===== src/rtl/knn_result_collector_if.sv =====
`default_nettype none
// +--------------------------------------------------------------------+
// | knn_result_collector_if : issue/result/list bus of the k-NN collector |
// | Revision: 1.0                                                        |
// +--------------------------------------------------------------------+
interface knn_result_collector_if #(
    parameter int K    = 4,
    parameter int ID_W = 16
);
    localparam int CW = $clog2(K + 1);

    logic                 start_in;
    logic                 issue_valid_in;
    logic [ID_W-1:0]      issue_id_in;
    logic                 issue_last_in;
    logic                 issue_ready_out;
    logic                 dist_valid_in;
    logic [31:0]          dist_sq_in;
    logic [K*ID_W-1:0]    result_ids_out;
    logic [K*32-1:0]      result_dists_out;
    logic [CW-1:0]        result_count_out;
    logic                 done_out;
    logic                 error_out;

    modport slave (
        input  start_in, issue_valid_in, issue_id_in, issue_last_in,
               dist_valid_in, dist_sq_in,
        output issue_ready_out, result_ids_out, result_dists_out,
               result_count_out, done_out, error_out
    );

    modport master (
        output start_in, issue_valid_in, issue_id_in, issue_last_in,
               dist_valid_in, dist_sq_in,
        input  issue_ready_out, result_ids_out, result_dists_out,
               result_count_out, done_out, error_out
    );
endinterface
`default_nettype wire


===== src/rtl/knn_result_collector.sv =====
`default_nettype none
// +--------------------------------------------------------------------+
// | knn_result_collector : tags distance results with vertex IDs and     |
// | keeps a sorted K-nearest list. Option: KNN_COLLECT_DEDUP_EN.         |
// | Revision: 1.0                                                        |
// +--------------------------------------------------------------------+
module knn_result_collector #(
    parameter int K          = 4,
    parameter int ID_W       = 16,
    parameter int FIFO_DEPTH = 16
) (
    input  wire                   clk_in,
    input  wire                   rst_in,
    knn_result_collector_if.slave bus
);
    localparam int AW = $clog2(FIFO_DEPTH);
    localparam int CW = $clog2(K + 1);
    localparam logic [AW:0]   PTR_ONE = 1;
    localparam logic [CW-1:0] CNT_ONE = 1;
    localparam logic [CW-1:0] CNT_MAX = CW'(K);

    localparam logic [1:0] S_IDLE    = 2'd0;
    localparam logic [1:0] S_COLLECT = 2'd1;
    localparam logic [1:0] S_DONE    = 2'd2;

    logic [1:0]       state_q, state_d;
    logic             w_collect, w_done;

    logic [AW:0]      wr_ptr_q, wr_ptr_d, rd_ptr_q, rd_ptr_d;
    logic [ID_W:0]    fifo_mem_q [FIFO_DEPTH];
    logic [AW-1:0]    w_wr_addr;
    logic             ready_q, ready_d, error_q, error_d;
    logic             w_full, w_empty;
    logic             w_push_req, w_push, w_overflow;
    logic             w_pop_req, w_pop, w_underflow;

    logic             s1_valid_q, s1_valid_d, s1_last_q, s1_last_d;
    logic [31:0]      s1_dist_q, s1_dist_d;
    logic [ID_W-1:0]  s1_id_q, s1_id_d;

    logic [ID_W-1:0]  slot_ids_q [K];
    logic [ID_W-1:0]  slot_ids_d [K];
    logic [31:0]      slot_dists_q [K];
    logic [31:0]      slot_dists_d [K];
    logic [ID_W-1:0]  w_prev_ids [K];
    logic [31:0]      w_prev_dists [K];
    logic [CW-1:0]    count_q, count_d;
    logic [K-1:0]     w_lt, w_take_new, w_shift;
    logic             w_dup, w_insert;

    always_ff @(posedge clk_in or negedge rst_in) begin
        if (!rst_in) state_q <= S_IDLE;
        else         state_q <= state_d;
    end

    always_comb begin
        state_d = state_q;
        if (bus.start_in) begin
            state_d = S_COLLECT;
        end else begin
            case (state_q)
                S_IDLE:    state_d = S_IDLE;
                S_COLLECT: if (s1_valid_q && s1_last_q) state_d = S_DONE;
                S_DONE:    state_d = S_IDLE;
                default:   state_d = S_IDLE;
            endcase
        end
    end

    always_comb begin
        w_collect = (state_q == S_COLLECT);
        w_done    = (state_q == S_DONE);
    end

    // Full/empty judged on pre-pop pointers, so same-cycle push and pop see the old occupancy
    assign w_full      = (wr_ptr_q[AW] != rd_ptr_q[AW]) && (wr_ptr_q[AW-1:0] == rd_ptr_q[AW-1:0]);
    assign w_empty     = (wr_ptr_q == rd_ptr_q);
    assign w_push_req  = bus.issue_valid_in && (bus.start_in || w_collect);
    assign w_push      = w_push_req && (bus.start_in || !w_full);
    assign w_overflow  = w_push_req && !bus.start_in && w_full;
    assign w_pop_req   = bus.dist_valid_in && !bus.start_in;
    assign w_pop       = w_pop_req && !w_empty;
    assign w_underflow = w_pop_req && w_empty;
    assign w_wr_addr   = bus.start_in ? '0 : wr_ptr_q[AW-1:0];

    always_comb begin
        wr_ptr_d = bus.start_in ? '0 : wr_ptr_q;
        rd_ptr_d = bus.start_in ? '0 : rd_ptr_q;
        if (w_push) wr_ptr_d = wr_ptr_d + PTR_ONE;
        if (w_pop)  rd_ptr_d = rd_ptr_q + PTR_ONE;
        ready_d = !((wr_ptr_d[AW] != rd_ptr_d[AW]) && (wr_ptr_d[AW-1:0] == rd_ptr_d[AW-1:0]));
        error_d = bus.start_in ? 1'b0 : (error_q || w_overflow || w_underflow);
    end

    always_ff @(posedge clk_in) begin
        if (w_push) fifo_mem_q[w_wr_addr] <= {bus.issue_id_in, bus.issue_last_in};
    end

    always_comb begin
        s1_valid_d             = w_pop;
        {s1_id_d, s1_last_d}   = fifo_mem_q[rd_ptr_q[AW-1:0]];
        s1_dist_d              = bus.dist_sq_in;
    end

    for (genvar gi = 0; gi < K; gi++) begin : g_slot
        // Empty slots behave as +infinity, so the first empty slot always accepts
        assign w_lt[gi] = (CW'(gi) >= count_q) || (s1_dist_q < slot_dists_q[gi]);
        if (gi == 0) begin : g_head
            assign w_take_new[gi]   = w_lt[gi];
            assign w_shift[gi]      = 1'b0;
            assign w_prev_ids[gi]   = '0;
            assign w_prev_dists[gi] = '0;
        end else begin : g_body
            assign w_take_new[gi]   = w_lt[gi] && !w_lt[gi-1];
            assign w_shift[gi]      = w_lt[gi-1];
            assign w_prev_ids[gi]   = slot_ids_q[gi-1];
            assign w_prev_dists[gi] = slot_dists_q[gi-1];
        end
        assign bus.result_ids_out[gi*ID_W +: ID_W] = slot_ids_q[gi];
        assign bus.result_dists_out[gi*32 +: 32]   = slot_dists_q[gi];
    end

`ifdef KNN_COLLECT_DEDUP_EN
    logic [K-1:0] w_match;
    for (genvar gj = 0; gj < K; gj++) begin : g_dedup
        assign w_match[gj] = (CW'(gj) < count_q) && (slot_ids_q[gj] == s1_id_q);
    end
    assign w_dup = |w_match;
`else
    assign w_dup = 1'b0;
`endif

    // The last slot losing its compare means the entry is beyond every kept candidate
    assign w_insert = s1_valid_q && w_collect && !bus.start_in && !w_dup && w_lt[K-1];

    always_comb begin
        for (int i = 0; i < K; i++) begin
            slot_ids_d[i]   = slot_ids_q[i];
            slot_dists_d[i] = slot_dists_q[i];
        end
        count_d = count_q;
        if (bus.start_in) begin
            for (int i = 0; i < K; i++) begin
                slot_ids_d[i]   = '0;
                slot_dists_d[i] = '0;
            end
            count_d = '0;
        end else if (w_insert) begin
            for (int i = 0; i < K; i++) begin
                if (w_take_new[i]) begin
                    slot_ids_d[i]   = s1_id_q;
                    slot_dists_d[i] = s1_dist_q;
                end else if (w_shift[i]) begin
                    slot_ids_d[i]   = w_prev_ids[i];
                    slot_dists_d[i] = w_prev_dists[i];
                end
            end
            count_d = (count_q == CNT_MAX) ? count_q : count_q + CNT_ONE;
        end
    end

    always_ff @(posedge clk_in or negedge rst_in) begin
        if (!rst_in) begin
            wr_ptr_q   <= '0;
            rd_ptr_q   <= '0;
            ready_q    <= 1'b0;
            error_q    <= 1'b0;
            s1_valid_q <= 1'b0;
            s1_last_q  <= 1'b0;
            s1_dist_q  <= '0;
            s1_id_q    <= '0;
            count_q    <= '0;
            for (int i = 0; i < K; i++) begin
                slot_ids_q[i]   <= '0;
                slot_dists_q[i] <= '0;
            end
        end else begin
            wr_ptr_q     <= wr_ptr_d;
            rd_ptr_q     <= rd_ptr_d;
            ready_q      <= ready_d;
            error_q      <= error_d;
            s1_valid_q   <= s1_valid_d;
            s1_last_q    <= s1_last_d;
            s1_dist_q    <= s1_dist_d;
            s1_id_q      <= s1_id_d;
            count_q      <= count_d;
            slot_ids_q   <= slot_ids_d;
            slot_dists_q <= slot_dists_d;
        end
    end

    assign bus.issue_ready_out  = ready_q;
    assign bus.error_out        = error_q;
    assign bus.done_out         = w_done;
    assign bus.result_count_out = count_q;

endmodule
`default_nettype wire


===== src/flat_wrapper.sv =====
// flat-port wrapper written by rule: the top's interface ports become plain ports
module knn_result_collector_flat 
#(
    parameter int K          = 4,
    parameter int ID_W       = 16,
    parameter int FIFO_DEPTH = 16
)
  (clk_in, rst_in, bus_start_in, bus_issue_valid_in, bus_issue_id_in, bus_issue_last_in, bus_dist_valid_in, bus_dist_sq_in, bus_issue_ready_out, bus_result_ids_out, bus_result_dists_out, bus_result_count_out, bus_done_out, bus_error_out);
  knn_result_collector_if #(.K(K), .ID_W(ID_W)) bus_i ();
  input  wire clk_in;
  input  wire rst_in;
  input wire logic [$bits(bus_i.start_in)-1:0] bus_start_in;
  input wire logic [$bits(bus_i.issue_valid_in)-1:0] bus_issue_valid_in;
  input wire logic [$bits(bus_i.issue_id_in)-1:0] bus_issue_id_in;
  input wire logic [$bits(bus_i.issue_last_in)-1:0] bus_issue_last_in;
  input wire logic [$bits(bus_i.dist_valid_in)-1:0] bus_dist_valid_in;
  input wire logic [$bits(bus_i.dist_sq_in)-1:0] bus_dist_sq_in;
  output wire logic [$bits(bus_i.issue_ready_out)-1:0] bus_issue_ready_out;
  output wire logic [$bits(bus_i.result_ids_out)-1:0] bus_result_ids_out;
  output wire logic [$bits(bus_i.result_dists_out)-1:0] bus_result_dists_out;
  output wire logic [$bits(bus_i.result_count_out)-1:0] bus_result_count_out;
  output wire logic [$bits(bus_i.done_out)-1:0] bus_done_out;
  output wire logic [$bits(bus_i.error_out)-1:0] bus_error_out;
  assign bus_i.start_in = bus_start_in;
  assign bus_i.issue_valid_in = bus_issue_valid_in;
  assign bus_i.issue_id_in = bus_issue_id_in;
  assign bus_i.issue_last_in = bus_issue_last_in;
  assign bus_i.dist_valid_in = bus_dist_valid_in;
  assign bus_i.dist_sq_in = bus_dist_sq_in;
  assign bus_issue_ready_out = bus_i.issue_ready_out;
  assign bus_result_ids_out = bus_i.result_ids_out;
  assign bus_result_dists_out = bus_i.result_dists_out;
  assign bus_result_count_out = bus_i.result_count_out;
  assign bus_done_out = bus_i.done_out;
  assign bus_error_out = bus_i.error_out;
  knn_result_collector #(.K(K), .ID_W(ID_W), .FIFO_DEPTH(FIFO_DEPTH)) u_core (.clk_in(clk_in), .rst_in(rst_in), .bus(bus_i));
endmodule

===== config.mk =====
export PLATFORM = sky130hd
export DESIGN_NAME = knn_result_collector_flat
export DESIGN_NICKNAME = d
export VERILOG_FILES = /design/src/rtl/knn_result_collector_if.sv /design/src/rtl/knn_result_collector.sv /design/src/flat_wrapper.sv
export SDC_FILE = /design/constraint.sdc
export NUM_CORES = 1
export LEC_CHECK = 0
export ABC_AREA = 1
export BUFFER_PORTS_ARGS = -buffer_cell sky130_fd_sc_hd__clkbuf_2
export CORE_MARGIN = 2
export CORE_UTILIZATION = 40
export CTS_BUF_LIST = sky130_fd_sc_hd__clkbuf_4
export DETAILED_ROUTE_END_ITERATION = 16
export GPL_TIMING_DRIVEN = 0
export MAX_ROUTING_LAYER = met4
export PLACE_DENSITY = 0.67
export SYNTH_ARGS = -nofsm -noshare
export SYNTH_HDL_FRONTEND = slang
export SYNTH_SLANG_ARGS = --single-unit
export TNS_END_PERCENT = 10

===== constraint.sdc =====
create_clock -name clk_in -period 3.4 [get_ports clk_in]
set_input_delay 0.68 -clock clk_in [delete_from_list [all_inputs] [get_ports clk_in]]
set_output_delay 0.68 -clock clk_in [all_outputs]
set_load 0.1 [all_outputs]

Word-level counts from Yosys, hierarchy flattened
Memories as Yosys holds them, arrays and structs flattened. A register that Yosys moved wholly into a read port is not among the register bits.
Cells that the tools add are included.
Storage, ports and cells
  logic and storage cells: 112
  bits in writable memories: 272
  input bits: 54
  memory bits (read-only): 0
  output and inout bits: 198
  latch bits: 0
  flip-flop bits (word level): 242
  memories: 1
Memory list
  u_core.fifo_mem_q: words 16, width 17, rd ports 1, clocked after Yosys merged registers in 1, wr ports 1, line knn_result_collector.sv:30  | logic [ID_W:0] fifo_mem_q [FIFO_DEPTH];
Cells by class
  add/sub/neg operators: 3
  divide/modulo/power cells: 0
  mux-type cells: 32
  magnitude comparators: 8
  $mul: 0
  reductions and logical operators: 42
  equal/unequal tests: 10
  shift operators: 0
  bitwise logic cells: 0
Operators by type and width (count)
  two-way mux 128 bit: 2
  two-way mux 32 bit: 7
  less-than comparator 32 bit: 4
  two-way mux 64 bit: 2
  two-way mux 16 bit: 7
  two-way mux 5 bit: 4
  logical AND 1 bit: 16
  adder 5 x 1 -> 5 bit (second input constant): 2
  AND reduction 2 bit: 5
  two-way mux 3 bit: 3
  nonzero test 3 bit: 3
  == test 4 bit: 2
  logical NOT 1 bit: 8
  logical OR 1 bit: 8
  >= comparator 1 x 3 -> 1 bit (first input constant): 2
  >= comparator 2 x 3 -> 1 bit (first input constant): 2
  two-way mux 2 bit: 3
  == test 5 bit: 1
  two-way mux 4 bit: 1
  nonzero test 2 bit: 2
  adder 3 x 1 -> 3 bit (second input constant): 1
  == test 3 bit (second input constant): 1
  two-way mux 1 bit: 3
  != test 3 bit (second input constant): 1
  4 further kinds: 5

Depth between registers and ports, before layout
  word-level depth: 9
  gate-level depth with buffers: 20
  mapped depth without buffers: 18

Worst setup path after synthesis
OpenSTA, ideal clock, no wires.
  kind: input port to flip-flop
  start: input port bus_start_in
  end: memory u_core.fifo_mem_q[3][0] (netlist bit) (enable)
  cell stages on the path: 6
  arrival: 2565 ps
  buffers on the path: 0
  library setup time: 413 ps
  setup slack: 423 ps
  cell sequence: inv_2 nand2_1 inv_1 ha_1 inv_1 nor3_1
Between the ends
  longest elaborated chain between the ends: 5
  elaborated cells on any way between the ends: 7
  classes of those cells: mux (3); reduce/logical (4)
Ends and longest elaborated chain
  start: declaration: line flat_wrapper.sv:12  | input wire logic [$bits(bus_i.start_in)-1:0] bus_start_in;
  logical OR 1 bit: line knn_result_collector.sv:78  | assign w_push_req = bus.issue_valid_in && (bus.start_in || w_collect);
  logical AND 1 bit: line knn_result_collector.sv:78
  logical AND 1 bit: line knn_result_collector.sv:79  | assign w_push = w_push_req && (bus.start_in || !w_full);
  two-way mux 1 bit: line knn_result_collector.sv:96  | if (w_push) fifo_mem_q[w_wr_addr] <= {bus.issue_id_in, bus.issue_last_in};
  two-way mux 1 bit (implied by the code): line knn_result_collector.sv:96
  end: declaration: line knn_result_collector.sv:30
Several ways; a longest one is shown, not always the timed one.

Worst setup path in the final report
  start: register u_core.s1_dist_q[31]
  end: register u_core.slot_dists_q (netlist bit u_core.bus.result_dists_out[112])
Between the ends
  longest elaborated chain between the ends: 7
  elaborated cells on any way between the ends: 13
  classes of those cells: order compare (2); mux (3); reduce/logical (8)
Ends and longest elaborated chain
  start: declaration: line knn_result_collector.sv:38  | logic [31:0] s1_dist_q, s1_dist_d;
  start signal: assignment: line knn_result_collector.sv:184  | s1_dist_q <= s1_dist_d;
  less-than comparator 32 bit: line knn_result_collector.sv:107  | assign w_lt[gi] = (CW'(gi) >= count_q) || (s1_dist_q < slot_dists_q[gi]);
  logical OR 1 bit: line knn_result_collector.sv:107
  logical NOT 1 bit: line knn_result_collector.sv:114  | assign w_take_new[gi] = w_lt[gi] && !w_lt[gi-1];
  logical AND 1 bit: line knn_result_collector.sv:114
  two-way mux 32 bit: line knn_result_collector.sv:150  | if (w_take_new[i]) begin
  two-way mux 128 bit: line knn_result_collector.sv:148  | end else if (w_insert) begin
  two-way mux 128 bit: line knn_result_collector.sv:142  | if (bus.start_in) begin
  end signal: assignment: line knn_result_collector.sv:188  | slot_dists_q <= slot_dists_d;
  end: declaration: line knn_result_collector.sv:43  | logic [31:0] slot_dists_q [K];
Several ways; a longest one is shown, not always the timed one. The select of a mux whose other input is x is not followed.
A chain may end at the register's enable or synchronous reset.

==> impl_results.md <==
* Outcome: finished clean
* Pins Over Slew Limit at 0
* Psw at 0.00517 W
* Post-synth top cells: nand2_1 (882), edfxtp_1 (272), dfrtp_1 (259)
* Rows at 93
* Switching Share at 0.318
* CTS clk-pin slew, worst paths at 0.06 ns
* Most numerous cell in the Yosys netlist: nand2_1
* P_leak at 14.3 nW
* Max Clk Rate at 0.313 GHz
* Largest net degree at the start of global routing at between 100 and 150
* Number of global-route vias before repair at around 21,000
* Worst reg2reg startpoint: u_core.s1_dist_q[31]
* Avg WL per Cell at between 15 and 20 um
* HP Class: in2reg
* Max Cap Viol at 0
* Layout cells sized above 1 at 0.182
* Clock buffer depth at 3
* Slew HR at 0.417
* Die Y at approximately 260 um
* Antenna-violating nets left at 0
* Async SR Flop Fraction at 0.488
* Worst skew pair latency at 1.00 ns
* Die Wd at roughly 260 um
* # port buffers at 251
* Hold path depth at 5
* Final min period at approximately 3.2 ns
* Final Hold Violating Endpoints at 0
* Worst Max-Slew Pin Slew at 0.874 ns
* Total power draw at between 0.015 and 0.02 W
* Synthesized net count at between 2,000 and 3,000
* # setup viols final at 0
* Setup CP Type: reg2reg
* CTS tree: done
* Number of synthesized flops with an enable pin at about 270
* Nets at 3,390
* Worst-path fanout max at 10
* VDD IR-drop max at between 300 and 400 uV
* Ys Warns at 0
* Worst Path Required at around 4.3 ns
* Crit path DAT at 4.08 ns
* Synth area leader: edfxtp_1
* Setup TNS at 0 ns
* Final WL at between 70,000 and 80,000 um
* Post-Syn Area at about 26,000 um^2
* Ys flop type: edfxtp_1
* Worst Hold Launch: bus_issue_valid_in
* RSZ-0062 raised after global routing: false
* Post-route insts no fill at approximately 4,200
* CTS H-tree lvls at 4
* Critical Path Source Type: register
* CTS Root Cell: clkbuf_4
* Clk pwr share at 0.364
* Sequential fraction of the synthesis area at 0.566
* Initial DRC count at 1,774
* Hold EP: u_core.bus.error_out
* Via/cell ratio at a little over 5
* Setup Skew at around 0.052 ns
* DRC viols at 0
* Distinct cells, synth at 44
* GP Congestion at roughly 0.9
* Synth-to-Final Area Change at 19.0%
* Fin crit share at 0.941
* I/O Pins at 252
* Synth Instances at 2,755
* Yosys top cell area share at 0.316
* PD cells at between 500 and 600 nW/um^2
* Drt pass-1 iters at 7
* Seq pwr share at 0.455
* Crit path capture type: register
* Leading post-synthesis cells by cell area: edfxtp_1 (32%), dfrtp_1 (25%), nand2_1 (13%)
* Cts bufs inserted at ~150
* R2R depth at 14
* Reg2reg end: u_core.bus.result_dists_out[112]
* First-pass GRT wire length at 121,000 um
* Synth Register Bits at 531
* Starting density of the core at 0.403
* Comb pwr share at 0.181
* Die area at around 67,000 um^2
* Vias at roughly 22,000
* Initial antenna violation count at 2
* Tot GR Track Use at 0.245
* Inst Count DP at a little under 4,000
* Overflow after GRT at 0
* # Post-CTS Setup Buffers at 0
* Syn avg cell area at around 9.4 um^2
* Sink Count at between 500 and 600
* R2R Setup Slk at 0.20 ns
* Core Box Area at between 60,000 and 70,000 um^2
* DPL Wire Length at approximately 57,000 um
* Int Power at around 0.011 W
* WHS at approximately 0.12 ns
-- metal layers --
| metal | track usage | vias to the layer above | part of all wire |
|---|---|---|---|
| li1 | - | 10300 | - |
| met1 | 0.294 | 10300 | 0.41 |
| met2 | 0.392 | 881 | 0.48 |
| met3 | 0.0623 | 141 | 0.083 |
| met4 | 0.103 | 0 | 0.033 |
| met5 | - | - | 0 |
-- power groups by stage --
stage	Sequential (W)	Combinational (W)	Clock, W
6_report	0.00739	0.00294	0.00592
5_1_grt	0.00742	0.00320	0.00638
4_1_cts	0.00738	0.00294	0.00603
3_5_place_dp	0.00751	0.00290	0
3_3_place_gp	0.00751	0.00282	0
2_1_floorplan	0.00786	0.00143	0
-- layout by cell type (no fill, tap or decap), types with 60 or more instances in the layout --
cell / Yosys / layout
ha_1: 132 / 132
inv_1: 197 / 197
clkbuf_1: 76 / 75
o21ai_0: 90 / 90
nand2_1: 882 / 882
dfrtp_1: 259 / 259
edfxtp_1: 272 / 272
clkbuf_4: 0 / 212
nand3_1: 252 / 252
nor2_1: 212 / 197
clkbuf_2: 1 / 252
a21oi_1: 60 / 60
-- state kept, by name (all words and copies together), names as in the netlist --
signal / count
u_core.bus.error_out: 1
u_core.bus.issue_ready_out: 1
u_core.bus.result_count_out: 3
u_core.bus.result_dists_out: 128
u_core.bus.result_ids_out: 64
u_core.fifo_mem_q: 272
u_core.rd_ptr_q: 5
u_core.s1_dist_q: 32
u_core.s1_id_q: 16
u_core.s1_last_q: 1
u_core.s1_valid_q: 1
u_core.state_q: 2
u_core.wr_ptr_q: 5
-- how the worst max path moves through the flow --
stage | start | endpoint | slack, ns | cells after the start
floorplan | bus_start_in | u_core.fifo_mem_q[3][0] | 0.42 | 6
global placement | rst_in | u_core.bus.result_ids_out[61] | -4.01 | 1
detailed placement | u_core.s1_dist_q[31] | u_core.bus.result_dists_out[96] | 0.21 | 13
CTS | u_core.s1_dist_q[31] | u_core.bus.result_dists_out[96] | 0.15 | 13
global route | u_core.s1_dist_q[31] | u_core.bus.result_dists_out[114] | 0.06 | 14
finish | u_core.s1_dist_q[31] | u_core.bus.result_dists_out[112] | 0.20 | 14
-- cells by family after synthesis --
kind of cell             after synthesis  synth area share
AND/OR/NAND/NOR                     1460             0.239
AO/OA/AOI/OAI                        238            0.0583
XOR/XNOR                              10           0.00338
flip-flops                           531             0.566
buffers and inverters                354            0.0582
multiplexers                          30            0.0116
adder cells (fa/ha/maj)              132            0.0638
-- stage by stage --
step / worst slack, ns / utilization / area [um^2]
2_1_floorplan: 0.423 / - / 25900
3_3_place_gp: -4.01 / 0.439 / 28200
3_5_place_dp: 0.211 / 0.445 / 28600
4_1_cts: 0.154 / 0.479 / 30800
5_1_grt: 0.0619 / 0.480 / 30800
6_report: 0.201 / 0.480 / 30800
-- worst max-delay path, cell delays in order, from the launching register on --
cell     delay [ns]
dfrtp_1        0.62
ha_1           0.42
nand2_1        0.07
nor2_1         0.15
nor3b_2        0.30
and3_1         0.21
nand2_1        0.05
nand2_1        0.16
nand2_4        0.14
nand2_1        0.16
buf_2          0.33
buf_4          0.24
nand2_1        0.07
nand3_1        0.07
nand2_1        0.06
-- layout make-up --
| class | instances | area [um^2] |
|---|---|---|
| antenna | 6 | 15.0 |
| tap | 855 | 1070 |
| sequential | 531 | 14600 |
| inverter | 205 | 769 |
| buffer | 149 | 737 |
| clock buffer | 212 | 1590 |
| clock inverter | 38 | 280 |
| timing repair buffer | 302 | 1920 |
| multi-input combinational | 1870 | 9770 |
| fill | 6114 | 33400 |
-- what timing repair did --
action / in CTS / in global routing
gates resized for setup: 0 / 2
hold buffers: 33 / 0
hold endpoints to repair: 101 / 0
endpoints found under the setup margin: 0 / 1
No activity file was read; power rests on OpenSTA's default activity.
